## src/rtl/core_pipe_fetch.sv

```systemverilog
`default_nettype none
// ============================================================================
// Module   : core_pipe_fetch
// Brief    : Instruction fetch stage. Word reads into a 4-halfword buffer,
//            presents 16/32-bit instructions to decode, services redirects.
// Revision : 1.0
// ============================================================================
module core_pipe_fetch #(
  parameter int          XLEN           = 64,
  parameter logic [XLEN-1:0] FETCH_RESET_PC = 64'h0000_0000_8000_0000
) (
  input  logic            g_clk,
  input  logic            g_resetn,
  output logic            imem_req,
  input  logic            imem_gnt,
  output logic [XLEN-1:0] imem_addr,
  input  logic            imem_recv,
  input  logic [31:0]     imem_rdata,
  input  logic            imem_error,
  output logic            s1_16bit,
  output logic            s1_32bit,
  output logic [31:0]     s1_instr,
  output logic [XLEN-1:0] s1_pc,
  output logic [XLEN-1:0] s1_npc,
  output logic [1:0]      s1_ferr,
  input  logic            s2_eat_2,
  input  logic            s2_eat_4,
  input  logic            s1_cf_valid,
  input  logic [XLEN-1:0] s1_cf_target,
  output logic            s1_cf_ack
);

  localparam int XL = XLEN - 1;
  localparam logic [XL:0] c_pc_two   = XLEN'(2);
  localparam logic [XL:0] c_pc_four  = XLEN'(4);
  localparam logic [XL:0] c_align2   = ~XLEN'(1);
  localparam logic [XL:0] c_align4   = ~XLEN'(3);

  logic [63:0] r_buf;
  logic [3:0]  r_hv;
  logic [3:0]  r_he;
  logic [XL:0] r_pc;
  logic [XL:0] r_faddr;
  logic        r_outstanding;
  logic        r_discard;
  logic        r_drop_lo;
  logic        r_err_stall;
  logic        r_started;

  logic        w_eat4;
  logic        w_eat2;
  logic        w_fire;
  logic        w_append;
  logic        w_owed;
  logic [63:0] w_buf_s;
  logic [3:0]  w_hv_s;
  logic [3:0]  w_he_s;
  logic [XL:0] w_pc_n;
  logic [2:0]  w_slot;
  logic [31:0] w_word;
  logic [3:0]  w_app_hv;
  logic [63:0] w_app_data;
  logic [63:0] w_buf_n;
  logic [3:0]  w_hv_n;
  logic [3:0]  w_he_n;

  function automatic logic [2:0] count4(input logic [3:0] v);
    return {2'b0, v[0]} + {2'b0, v[1]} + {2'b0, v[2]} + {2'b0, v[3]};
  endfunction

  // r_started keeps the request low for the first cycle out of reset.
  assign imem_req  = r_started && !r_outstanding && !r_err_stall && (count4(r_hv) <= 3'd2);
  assign imem_addr = r_faddr;

  assign s1_16bit  = r_hv[0] && (r_buf[1:0] != 2'b11);
  assign s1_32bit  = r_hv[0] && r_hv[1] && (r_buf[1:0] == 2'b11);
  assign s1_instr  = r_buf[31:0];
  assign s1_pc     = r_pc;
  assign s1_npc    = r_pc + (s1_32bit ? c_pc_four : c_pc_two);
  assign s1_ferr   = {r_he[1] && s1_32bit, r_he[0]};
  assign s1_cf_ack = s1_cf_valid && !(imem_req && !imem_gnt);

  assign w_eat4   = s2_eat_4 && s1_32bit;
  assign w_eat2   = s2_eat_2 && !s2_eat_4 && s1_16bit;
  assign w_fire   = imem_req && imem_gnt;
  assign w_append = imem_recv && !r_discard;
  assign w_owed   = (r_outstanding && !imem_recv) || w_fire;

  // Invalid buffer slots are kept at zero, so appending is a plain OR.
  always_comb begin
    w_buf_s = r_buf;
    w_hv_s  = r_hv;
    w_he_s  = r_he;
    w_pc_n  = r_pc;
    if (w_eat4) begin
      w_buf_s = {32'b0, r_buf[63:32]};
      w_hv_s  = {2'b0, r_hv[3:2]};
      w_he_s  = {2'b0, r_he[3:2]};
      w_pc_n  = r_pc + c_pc_four;
    end else if (w_eat2) begin
      w_buf_s = {16'b0, r_buf[63:16]};
      w_hv_s  = {1'b0, r_hv[3:1]};
      w_he_s  = {1'b0, r_he[3:1]};
      w_pc_n  = r_pc + c_pc_two;
    end

    w_slot     = count4(w_hv_s);
    w_word     = imem_error ? 32'b0 : imem_rdata;
    w_app_hv   = r_drop_lo ? 4'b0001 : 4'b0011;
    w_app_data = r_drop_lo ? {48'b0, w_word[31:16]} : {32'b0, w_word};

    w_buf_n = w_buf_s;
    w_hv_n  = w_hv_s;
    w_he_n  = w_he_s;
    if (w_append) begin
      w_buf_n = w_buf_s | (w_app_data << {w_slot, 4'b0000});
      w_hv_n  = w_hv_s | (w_app_hv << w_slot);
      if (imem_error) begin
        w_he_n = w_he_s | (w_app_hv << w_slot);
      end
    end
  end

  always_ff @(posedge g_clk or negedge g_resetn) begin
    if (!g_resetn) begin
      r_buf         <= 64'b0;
      r_hv          <= 4'b0;
      r_he          <= 4'b0;
      r_pc          <= FETCH_RESET_PC;
      r_faddr       <= FETCH_RESET_PC;
      r_outstanding <= 1'b0;
      r_discard     <= 1'b0;
      r_drop_lo     <= 1'b0;
      r_err_stall   <= 1'b0;
      r_started     <= 1'b0;
    end else begin
      r_started <= 1'b1;
      if (w_fire) begin
        r_outstanding <= 1'b1;
      end else if (imem_recv) begin
        r_outstanding <= 1'b0;
      end

      if (s1_cf_ack) begin
        r_buf       <= 64'b0;
        r_hv        <= 4'b0;
        r_he        <= 4'b0;
        r_pc        <= s1_cf_target & c_align2;
        r_faddr     <= s1_cf_target & c_align4;
        r_drop_lo   <= s1_cf_target[1];
        r_err_stall <= 1'b0;
        r_discard   <= w_owed;
      end else begin
        r_buf <= w_buf_n;
        r_hv  <= w_hv_n;
        r_he  <= w_he_n;
        r_pc  <= w_pc_n;
        if (w_fire) begin
          r_faddr <= r_faddr + c_pc_four;
        end
        if (imem_recv) begin
          r_discard <= 1'b0;
        end
        if (w_append) begin
          r_drop_lo <= 1'b0;
          if (imem_error) begin
            r_err_stall <= 1'b1;
          end
        end
      end
    end
  end

endmodule
`default_nettype wire
```

## config.mk

```make
export PLATFORM = sky130hd
export DESIGN_NAME = core_pipe_fetch
export DESIGN_NICKNAME = d
export VERILOG_FILES = /design/src/rtl/core_pipe_fetch.sv
export SDC_FILE = /design/constraint.sdc
export NUM_CORES = 1
export LEC_CHECK = 0
export ABC_AREA = 1
export CORE_AREA = 2 2 242 244
export DETAILED_ROUTE_END_ITERATION = 16
export DIE_AREA = 0 0 244 246
export GPL_ROUTABILITY_DRIVEN = 0
export HOLD_SLACK_MARGIN = 0.1
export PLACE_DENSITY_LB_ADDON = 0.1
export SYNTH_ARGS = -nofsm -noshare
export SYNTH_HDL_FRONTEND = slang
export SYNTH_SLANG_ARGS = --single-unit
```

## constraint.sdc

```tcl
create_clock -name g_clk -period 4.09 [get_ports g_clk]
set_input_delay 0.6135 -clock g_clk [delete_from_list [all_inputs] [get_ports g_clk]]
set_output_delay 0.6135 -clock g_clk [all_outputs]
set_load 0.005 [all_outputs]
```

==> flow_summary_export.csv <==
group,metric,value,unit
cts,cts_buffers,28,
critical_path,cp_max_fo,5,
cts,clk_pin_slew,0.06,ns
cells_and_area,drive_gt1_share,6.97,%
route,first_iter_violations,1463,
yosys,async_flop_share,100,%
cells_and_area,mostFrequentLayoutCell,"nand2_1",
job,maxCapViolCount,0,
floorplanning,rows,88,
cts,clock_latency,0.57,ns
global_route,grt_overflow_total,0,
place,hpwl,59100,microns
critical_path,cp_data_required_time,3.48,ns
timing,tns,0,ns
floorplanning,die_y,246,microns
cells_and_area,fin_nets,2896,
yosys,synthFlopType,"dfrtp_1",
critical_path,cp-startpoint,"r_hv[0]",
power_and_ir_drop,pwr-share-clk,17.4,%
cts,cts_tree,"done",
power_and_ir_drop,switchingPower,0.00698,W
yosys,ys_seq_elements,202,
power_and_ir_drop,ir_drop,0.000322,V
global_route,grt_pass1_wl,113000,microns
timing,period_needed,3.97,ns
yosys,syn_inst,2502,
timing,rsz0062_at_grt,"no",
yosys,yosysWarnings,0,
critical_path,crit_type,"flop to primary output",
timing,setup_viol,0,
timing,period_share,97.1,%
timing,fin_ws,0.117,ns
critical_path,reg2reg_from,"r_buf[0]",
yosys,synthDistinctLibCells,51,
worst_hold_path,hold_path_class,"primary input to asynchronous set/reset pin",
global_route,grt_max_degree,107,
timing,slew_violations,0,
yosys,synthTopCellsByArea,"dfrtp_1, nand2_1, nor2_1",
power_and_ir_drop,switching_share,46.1,%
timing,worstMarginPinSlew,0.906,ns
cells_and_area,final_cell_mix,"nand2_1, nor2_1, clkdlybuf4s50_1",
place,dp_worst_setup_slack,0.163,ns
timing,final_hold_viol_count,0,
floorplanning,die_x,244,microns
route,dr_total_vias,18100,
critical_path,r2r_slack,0.65,ns
cts,htree_levels,1,
floorplanning,core,57400,sq um
cts,clock_tree.root_cell,"clkbuf_16",
power_and_ir_drop,p_per_area,716,nW/um^2
timing,skew,0.0124,ns
power_and_ir_drop,power.leakage,9.29,nW
critical_path,reg2regPathDepth,17,
cts,clock_sinks,202,
global_route,grt_pass1_vias,17400,
power_and_ir_drop,p_int,0.00815,W
route,ant_nets,0,
floorplanning,dieArea,60000,sq um
route,routed_wl,76800,microns
yosys,synth_edf_count,0,
cells_and_area,fill_cells,6162,
yosys,synth_area,15900,sq um
timing,slew_headroom,39.6,%
critical_path,regToRegEndpoint,"r_he[2]",
timing,fmax,252,MHz
route,wire_per_inst,21.5,microns
critical_path,cp.arrival,3.36,ns
yosys,post-synth-top-area-cell,"dfrtp_1",
power_and_ir_drop,p_seq_share,29.6,%
cts,clockBufferDepth,3,
cells_and_area,areaGrowthSynthToFinish,32.6,%
yosys,seq_area_frac_synth,31.7,%
yosys,synth.avg_cell_area,6.37,sq um
route,remaining_drc_errors,0,
place,portBuffers,328,
floorplanning,start_util,27.8,%
status,status,"complete, no violations",
yosys,synth_top_area_share,31.4,%
cts,cts_hold_buf,0,
floorplanning,io_pins,334,
route,firstDrtPassIters,5,
critical_path,worstSetupStartpointType,"flop",
global_route,antenna_found_initial,15,
critical_path,worst_setup_path_end_kind,"primary output",
global_route,grt_usage,24.9,%
power_and_ir_drop,p_comb_share,52.9,%
route,vias_per_cell,5.07,
cells in the mapped netlist, drive strengths merged, types with 2 or more instances:
cell type	count
buf	92
nand2	735
a21oi	96
inv	225
clkinv	2
nand4	32
o21ai	174
nor3	41
conb	2
nand3	201
a31oi	33
xnor2	24
o31ai	5
a22o	2
o211ai	2
o32ai	16
a22oi	20
or2	6
dfrtp	200
clkbuf	50
fa	3
o22ai	17
nand3b	3
ha	11
nor2	404
o21bai	26
xor2	71
dfstp	2
per-layer routing:
layer / GRT usage (%) / vias to the layer above / share of wire [%]
li1: - / 8626 / -
met3: 5.50 / 119 / 7.8
met5: 0 / - / 0.21
met1: 31.6 / 8631 / 41
met4: 6.81 / 24 / 2.9
met2: 42.6 / 679 / 48
flip-flops by register name, summed over array words and instances, names as in the netlist:
signal / flops
r_buf: 64
s1_pc: 63
imem_addr: 62
r_he: 4
r_hv: 4
r_discard: 1
r_drop_lo: 1
r_err_stall: 1
r_outstanding: 1
r_started: 1
power by group through the flow:
stage	Clock (W)	Sequential (W)	Combinational, W
after floorplan	0	0.00382	0.00425
after global placement	0	0.00451	0.00788
after global routing	0.00276	0.00462	0.00885
after CTS	0.00270	0.00451	0.00801
after detailed placement	0	0.00453	0.00794
final	0.00264	0.00448	0.00801
kinds of logic after synthesis:
group           after synthesis  share of synthesized area, %
buf+inv                     369                          9.91
flops                       202                          31.7
fa+ha+maj                    14                          1.24
simple gates               1425                          37.7
compound gates              395                          14.2
xor+xnor                     95                          5.22
other cells                   2                        0.0471
worst max path at each step:
stage                       to  depth (start not counted)  slack (ns)
detailed placement     r_he[2]                         17        0.16
CTS                 s1_npc[48]                         13       0.001
floorplan            r_buf[57]                         14        0.48
global placement       r_he[2]                         17        0.20
global route        s1_npc[48]                         13       0.006
finish              s1_npc[55]                         12        0.12
timing repair:
action                     4_1_cts  5_1_grt
pin swaps                        4        9
cloned                           0        0
gates resized for setup         10       21
setup buffers                    6        7
setup endpoints to repair       24       26
final cells by class:
cell class,count,area [sq um],share of cell area (%)
multi-input combinational,1934,9500,44.9
sequential,202,5060,23.9
inverter,227,852,4.03
tap,765,957,4.53
timing repair buffer,385,3790,17.9
clock inverter,7,113,0.533
antenna,4,10.0,0.0473
clock buffer,44,862,4.08
stage by stage:
stage	hold slack (ns)	std cells	util (%)	total power [W]	area, sq um
after floorplan	0.318	2505	-	0.00807	16000
after global placement	0.496	3500	34.7	0.0124	19900
after detailed placement	0.495	3500	34.7	0.0125	19900
after CTS	0.161	3557	36.6	0.0152	21000
after global routing	0.172	3565	36.8	0.0162	21100
final	0.124	3568	36.9	0.0151	21100
worst max-delay path, stage by stage, from the launching register on:
cell and delay (ns):
dfrtp_1 0.41, ha_2 0.23, nand3_4 0.12, ha_2 0.20, fa_1 0.19, buf_4 0.17, nand2_1 0.11, nor2_4 0.21
nand2_4 0.13, nor2_2 0.17, nand3_1 0.10, xor2_1 0.20, clkdlybuf4s50_1 0.55
Power figures use the tool's default switching activity.
